File: src/rtl/ctrl_sequencer.sv
// rtl/ctrl_sequencer.sv - SAP controller-sequencer: six-T-state ring and per-T-state control word
// Optional macro SINGLE_STEP_EN adds a step input; the ring then advances one T-state per step rising edge.
module ctrl_sequencer #(
  parameter logic [3:0] OP_LDA = 4'b0000,
  parameter logic [3:0] OP_ADD = 4'b0001,
  parameter logic [3:0] OP_SUB = 4'b0010,
  parameter logic [3:0] OP_OUT = 4'b1110,
  parameter logic [3:0] OP_HLT = 4'b1111
) (
  input  logic       clk,
  input  logic       rst_n,
  input  logic       run,
`ifdef SINGLE_STEP_EN
  input  logic       step,
`endif
  input  logic [3:0] ir_op,
  output logic [5:0] tstate,
  output logic       t3,
  output logic       cp,
  output logic       ep,
  output logic       lm,
  output logic       ce,
  output logic       li,
  output logic       ei,
  output logic       la,
  output logic       ea,
  output logic       su,
  output logic       eu,
  output logic       lb,
  output logic       lo,
  output logic       hlt
);

  typedef enum logic [5:0] {
    T1 = 6'b000001,
    T2 = 6'b000010,
    T3 = 6'b000100,
    T4 = 6'b001000,
    T5 = 6'b010000,
    T6 = 6'b100000
  } ring_t;

  ring_t ring_q, ring_d;
  logic  halted_q, halted_d;
  logic  advance;
  logic  ctl_en;

`ifdef SINGLE_STEP_EN
  logic step_q;

  always_ff @(posedge clk or negedge rst_n) begin
    if (!rst_n) step_q <= 1'b0;
    else        step_q <= step;
  end

  assign advance = run & ~halted_q & step & ~step_q;
`else
  assign advance = run & ~halted_q;
`endif

  // Controls only appear on cycles that actually advance, and never while reset is held.
  assign ctl_en = advance & rst_n;

  always_ff @(posedge clk or negedge rst_n) begin
    if (!rst_n) begin
      ring_q   <= T1;
      halted_q <= 1'b0;
    end else begin
      ring_q   <= ring_d;
      halted_q <= halted_d;
    end
  end

  always_comb begin
    ring_d   = ring_q;
    halted_d = halted_q;
    case (ring_q)
      T1: if (advance) ring_d = T2;
      T2: if (advance) ring_d = T3;
      T3: if (advance) ring_d = T4;
      T4: begin
        if (advance) begin
          if (ir_op == OP_HLT) halted_d = 1'b1;
          else                 ring_d   = T5;
        end
      end
      T5: if (advance) ring_d = T6;
      T6: if (advance) ring_d = T1;
      default: ring_d = T1;
    endcase
  end

  always_comb begin
    cp = 1'b0;
    ep = 1'b0;
    lm = 1'b0;
    ce = 1'b0;
    li = 1'b0;
    ei = 1'b0;
    la = 1'b0;
    ea = 1'b0;
    su = 1'b0;
    eu = 1'b0;
    lb = 1'b0;
    lo = 1'b0;
    if (ctl_en) begin
      case (ring_q)
        T1: begin
          ep = 1'b1;
          lm = 1'b1;
        end
        T2: cp = 1'b1;
        T3: begin
          ce = 1'b1;
          li = 1'b1;
        end
        T4: begin
          case (ir_op)
            OP_LDA, OP_ADD, OP_SUB: begin
              ei = 1'b1;
              lm = 1'b1;
            end
            OP_OUT: begin
              ea = 1'b1;
              lo = 1'b1;
            end
            default: ;
          endcase
        end
        T5: begin
          case (ir_op)
            OP_LDA: begin
              ce = 1'b1;
              la = 1'b1;
            end
            OP_ADD: begin
              ce = 1'b1;
              lb = 1'b1;
            end
            // su leads into T6 so the ALU output has settled before eu.
            OP_SUB: begin
              ce = 1'b1;
              lb = 1'b1;
              su = 1'b1;
            end
            default: ;
          endcase
        end
        T6: begin
          case (ir_op)
            OP_ADD: begin
              eu = 1'b1;
              la = 1'b1;
            end
            OP_SUB: begin
              eu = 1'b1;
              la = 1'b1;
              su = 1'b1;
            end
            default: ;
          endcase
        end
        default: ;
      endcase
    end
  end

  assign tstate = ring_q;
  assign t3     = (ring_q == T3);
  assign hlt    = halted_q;

endmodule

File: config.mk
export PLATFORM = sky130hd
export DESIGN_NAME = ctrl_sequencer
export DESIGN_NICKNAME = d
export VERILOG_FILES = /design/src/rtl/ctrl_sequencer.sv
export SDC_FILE = /design/constraint.sdc
export NUM_CORES = 1
export LEC_CHECK = 0
export ABC_AREA = 0
export BUFFER_PORTS_ARGS = -buffer_cell sky130_fd_sc_hd__buf_2
export CELL_PAD_IN_SITES_DETAIL_PLACEMENT = 0
export CELL_PAD_IN_SITES_GLOBAL_PLACEMENT = 1
export CORE_MARGIN = 2
export CORE_UTILIZATION = 32
export DETAILED_ROUTE_END_ITERATION = 16
export PLACE_DENSITY_LB_ADDON = 0.08
export SYNTH_ARGS = -nofsm -noshare
export SYNTH_HDL_FRONTEND = slang
export SYNTH_SLANG_ARGS = --single-unit
File: constraint.sdc
create_clock -name clk -period 1.74 [get_ports clk]
set_input_delay 0.348 -clock clk [delete_from_list [all_inputs] [get_ports clk]]
set_output_delay 0.348 -clock clk [all_outputs]
set_load 0.005 [all_outputs]
==> flow_metrics.env, run 1 <==
export IMPL_powerDensity_nw_per_um2=339
export IMPL_max_slew_margin_pct=75.1
export IMPL_synthTopCellsByCount="6 x dfrtp_1, 6 x nor2_1, 4 x nand2_1, 4 x o21ai_0"
export IMPL_peakVddDrop_v=0.000278
export IMPL_max_clock_freq_mhz=488
export IMPL_grt_first_pass_wirelength_um=3120
export IMPL_coreArea_um2=1760
export IMPL_violations="setup timing"
export IMPL_worstMarginPinSlew_ps=371
export IMPL_pwr_share_seq_pct=45.0
export IMPL_die_height_um=47.6
export IMPL_die_area_um2=2260
export IMPL_first_pass_iters=9
export IMPL_wirelength_um=1980
export IMPL_ys_ff_latch=7
export IMPL_final_nets=130
export IMPL_cts_hold_buf=0
export IMPL_port_buffers=26
export IMPL_drcViolationCount=0
export IMPL_fin_cells=147
export IMPL_synth_edf_count=0
export IMPL_gp_congestion=0.814
export IMPL_fill_cells=169
export IMPL_antennaDiodeCount=0
export IMPL_pwr_share_clk_pct=43.0
export IMPL_r2r_cells=5
export IMPL_clkSinkCount=7
export IMPL_total_power_mw=0.362
export IMPL_clk_path_buf_depth=2
export IMPL_synth_area_top_cells="dfrtp_1 25%, nor4_4 7.0%, a2111oi_4 4.5%"
export IMPL_syn_avg_cell_area_um2=9.50
export IMPL_internal_power_mw=0.272
export IMPL_power_frac_comb_pct=12.1
export IMPL_wire_per_inst_um=13.4
export IMPL_final_cell_area_um2=1070
export IMPL_root_buffer="clkbuf_4"
export IMPL_critical_path_required_ps=1390
export IMPL_post_route_period_util_pct=118
export IMPL_ys_seq_area_share_pct=29.0
export IMPL_async_reset_ff_share_pct=100
export IMPL_syn_inst=64
export IMPL_path_class="reg -> out"
export IMPL_r2r_end="hlt"
export IMPL_worstPathArrival_ps=1700
export IMPL_cts_buffers=3
export IMPL_swShare_pct=25.1
export IMPL_area_growth_pct=75.5
export IMPL_switching_power_mw=0.0908
export IMPL_slew_viol_final=0
export IMPL_setup_ws_ps=-310
export IMPL_first_global_vias=661
export IMPL_post_dp_cell_area_um2=930
export IMPL_cts_tree="built"
export IMPL_critPathMaxFanout=3
export IMPL_hpwl_um=1510
export IMPL_vias=757
export IMPL_drive_above_1_share_pct=64.8
export IMPL_cts_clk_slew_worst_paths_ps=60
export IMPL_antenna_found_initial=0
export IMPL_synth_top_area_share_pct=24.7
export IMPL_hold_path_class="in -> async"
export IMPL_drv_cap=0
export IMPL_rows=15
export IMPL_seqCellArea_um2=179
export IMPL_fin_crit_ps=2050
export IMPL_first_iter_violations=7
export IMPL_dp_cells=135
export IMPL_netlist_cell_type_count=35
export IMPL_rsz0062_at_grt="yes"
export IMPL_cp_end_kind="output port"
export IMPL_leakage_nw=0.544
export IMPL_finalHoldViolCount=0
export IMPL_htreeDepth=1
export IMPL_gr_total_overflow=0
export IMPL_synth_flop_cell="dfrtp_1"
export IMPL_yosysTopAreaCell="dfrtp_1"
export IMPL_start_kind="flip-flop"
export IMPL_grt_max_degree=8
export IMPL_clock_latency_ps=260
export IMPL_final_setup_skew_ps=0.461
export IMPL_reg2reg_setup_slack_ps=50
export IMPL_syn_nets=71
export IMPL_worst_r2r_startpoint="tstate[5]"
export IMPL_ant_nets=0
export IMPL_synthesis_area_um2=608
export IMPL_die_w_um=47.6
export IMPL_globalRouteTotalUtil_pct=20.5
export IMPL_tns_ps=-2320
export IMPL_multi_input_area_um2=445
export IMPL_ios=27
export IMPL_outcome="finished, violations left"
export IMPL_ys_warn_count=0
export IMPL_finalSetupViolCount=13
export IMPL_routed_via_density=5.15
export IMPL_start_util_pct=34.5
## registers in the layout (all words and copies together), names as in the netlist
register,count
tstate,6
hlt,1
## power groups by stage
stage                     Combinational [mW]  Clock [mW]  Sequential (mW)
after floorplan                       0.0124           0            0.166
after global placement                0.0411           0            0.166
after detailed placement              0.0425           0            0.166
after CTS                             0.0429       0.155            0.163
after global routing                  0.0477       0.173            0.163
final                                 0.0437       0.156            0.163
## routing by layer
metal	global-route usage, %	part of all wire [%]
met5	0	0
met4	8.11	1.9
met3	5.66	6.4
met2	34.6	49
met1	24.8	42
## final cells by class
cell class	count	area share [%]
Sequential cell	7	16.8
Timing Repair Buffer	58	35.1
Inverter	3	1.06
Multi-Input combinational cell	50	41.7
Tap cell	25	2.93
Clock buffer	4	2.46
## cell usage in the layout (no fill, tap or decap), drive strengths merged, types with 2 or more instances in the layout
cell type,count
buf,58
clkbuf,4
dfrtp,6
inv,3
nand2,4
nand3,3
nand3b,4
nor2,6
nor2b,2
nor4,4
o21ai,4
o22ai,3
xor2,2
## stage by stage
stage / util [%] / hold WS [ps] / setup slack, ps
2_1_floorplan: - / 52.4 / 61.6
4_1_cts: 57.8 / 31.1 / -301
6_report: 60.5 / 25.7 / -310
5_1_grt: 60.5 / 32.3 / -350
3_3_place_gp: 52.7 / 300 / -9.57
3_5_place_dp: 52.7 / 304 / -115
## kinds of logic (layout without fill, tap and decap cells)
logic type / count (synthesis) / after routing / synth area share [%]
xor gates and xnor gates: 2 / 2 / 2.88
DFF: 7 / 7 / 29.0
buffers and inverters: 7 / 65 / 6.17
AOI/OAI and AO/OA: 16 / 16 / 22.2
muxes: 1 / 1 / 1.65
and+or+nand+nor: 31 / 31 / 38.1
## worst max path at each step
stage / depth (start not counted) / to / startpoint
after detailed placement: 4 / su / tstate[3]
final: 5 / su / tstate[3]
after CTS: 4 / su / tstate[2]
after global placement: 4 / su / tstate[3]
after global routing: 5 / su / tstate[3]
after floorplan: 4 / lo / tstate[4]
## critical path: stages, from the launching register on
cell,delay (ps)
dfrtp_1,420
nor4_4,300
buf_4,170
nand2_4,50
a2111oi_4,320
buf_2,170
## what timing repair did
action,in CTS,in global routing
endpoints found under the hold margin,0,0
pin swaps,7,5
gates resized for setup,7,6
setup endpoints to repair,13,13
setup buffers,6,2
Note: power is estimated with default switching activity, not from simulation.
==> run 2: changes to the inputs <==
--- a/config.mk
+++ b/config.mk
@@ -10,8 +10,9 @@
 export CELL_PAD_IN_SITES_DETAIL_PLACEMENT = 0
 export CELL_PAD_IN_SITES_GLOBAL_PLACEMENT = 1
 export CORE_MARGIN = 2
-export CORE_UTILIZATION = 32
+export CORE_UTILIZATION = 29
 export DETAILED_ROUTE_END_ITERATION = 16
+export MAX_ROUTING_LAYER = met4
 export PLACE_DENSITY_LB_ADDON = 0.08
 export SYNTH_ARGS = -nofsm -noshare
 export SYNTH_HDL_FRONTEND = slang
==> constraint.sdc (replaced) <==
create_clock -name clk -period 1.8 [get_ports clk]
set_input_delay 0.36 -clock clk [delete_from_list [all_inputs] [get_ports clk]]
set_output_delay 0.36 -clock clk [all_outputs]
set_load 0.005 [all_outputs]
==> flow_metrics.env, run 2 (synthesis results as in run 1) <==
export IMPL_path_class="reg -> out"
export IMPL_rsz0062_at_grt="yes"
export IMPL_drive_above_1_share_pct=71.8
export IMPL_worstMarginPinSlew_ps=363
export IMPL_largest_reg_flops=6
export IMPL_post_route_period_util_pct=112
export IMPL_die_height_um=49.8
export IMPL_cts_buffers=3
export IMPL_violations="setup timing"
export IMPL_drv_cap=0
export IMPL_slew_viol_final=0
export IMPL_ios=27
export IMPL_fin_cells=144
export IMPL_wirelength_um=2010
export IMPL_worstPathArrival_ps=1650
export IMPL_port_buffers=26
export IMPL_total_power_mw=0.342
export IMPL_ant_nets=0
export IMPL_final_cell_area_um2=1140
export IMPL_die_w_um=49.8
export IMPL_fin_crit_ps=2010
export IMPL_finalHoldViolCount=0
export IMPL_post_route_util_pct=58.3
export IMPL_first_pass_iters=4
export IMPL_first_global_vias=715
export IMPL_coreArea_um2=1960
export IMPL_setup_ws_ps=-213
export IMPL_die_area_um2=2480
export IMPL_routed_via_density=5.07
export IMPL_gr_total_overflow=0
export IMPL_post_dp_cell_area_um2=857
export IMPL_rows=16
export IMPL_antennaDiodeCount=0
export IMPL_drcViolationCount=0
export IMPL_peakVddDrop_v=0.000275
export IMPL_max_slew_margin_pct=75.8
export IMPL_antenna_found_initial=0
export IMPL_gp_congestion=0.733
export IMPL_cp_end_kind="output port"
export IMPL_final_setup_skew_ps=2.33
export IMPL_dp_slack_ps=-24.9
export IMPL_powerDensity_nw_per_um2=299
export IMPL_start_util_pct=31.0
export IMPL_finalSetupViolCount=12
export IMPL_root_buffer="clkbuf_4"
export IMPL_cts_tree="built"
export IMPL_grt_first_pass_wirelength_um=3330
export IMPL_final_nets=125
export IMPL_max_clock_freq_mhz=497
export IMPL_clkSinkCount=7
export IMPL_critPathMaxFanout=4
export IMPL_cts_clk_slew_worst_paths_ps=60
export IMPL_layout_common_cells="25 x buf_2, 18 x buf_4, 10 x buf_6"
export IMPL_grt_max_degree=10
export IMPL_area_growth_pct=88.1
export IMPL_seqCellArea_um2=181
export IMPL_first_iter_violations=16
export IMPL_htreeDepth=1
export IMPL_outcome="finished, violations left"
export IMPL_globalRouteTotalUtil_pct=17.8
export IMPL_critical_path_required_ps=1440
export IMPL_multi_input_area_um2=518
export IMPL_hold_path_class="in -> async"
export IMPL_hpwl_um=1300
export IMPL_vias=730
export IMPL_start_kind="flip-flop"
export IMPL_timing_hold_ws_ps=55.8
export IMPL_clock_latency_ps=250
export IMPL_clk_path_buf_depth=2
export IMPL_dp_cells=127
export IMPL_leakage_nw=0.610
export IMPL_tns_ps=-1410
export IMPL_fill_cells=203
export IMPL_final_common_cell="buf_2"
export IMPL_wire_per_inst_um=13.9
## run 2: what timing repair did
| item | CTS | global route |
|---|---|---|
| pin swaps | 11 | 7 |
| hold buffers | 0 | 0 |
| buffers inserted | 11 | 2 |
| endpoints found under the setup margin | 13 | 13 |
| gates resized for setup | 20 | 19 |
## run 2: routing by layer
metal  part of all wire, %  wire length [um]  vias to the layer above  GRT usage [%]
li1                      -                 -                      352              -
met1                    43               854                      344           22.4
met2                    51              1010                       30           29.1
met3                   5.1               102                        4           2.73
met4                   1.8                36                        0           6.02
met5                     0                 0                        -              -
## run 2: worst paths after layout
| check | from | end | cells past startpoint | slack, ps |
|---|---|---|---|---|
| hold reg to reg | hlt | hlt | 3 | 640 |
| min in group clk | run | tstate[4] | 2 | 380 |
| max in group asynchronous | rst_n | tstate[0] | 2 | 1540 |
| hold / removal | rst_n | tstate[3] | 2 | 60 |
| setup / recovery | tstate[3] | su | 5 | -210 |
| setup reg to reg | tstate[5] | tstate[0] | 5 | 270 |
## run 2: report_power, final
part / switching [mW] / total [mW] / internal (mW)
Sequential: 0 / 0.157 / 0.157
Combinational: 0.0225 / 0.0369 / 0.0144
Clock: 0.0630 / 0.148 / 0.0849
Total: 0.0855 / 0.342 / 0.257
## run 2: layout make-up
class	instances	area share (%)
Clock buffer	4	2.30
Inverter	3	0.985
Multi-Input combinational cell	50	45.3
Sequential cell	7	15.9
Tap cell	27	2.95
Timing Repair Buffer	53	32.6
## run 2: critical path, cell delays in order (launching register included)
cell	delay [ps]
dfrtp_1	420
nor4_4	270
buf_4	190
nand2_4	60
a2111oi_4	320
buf_2	160
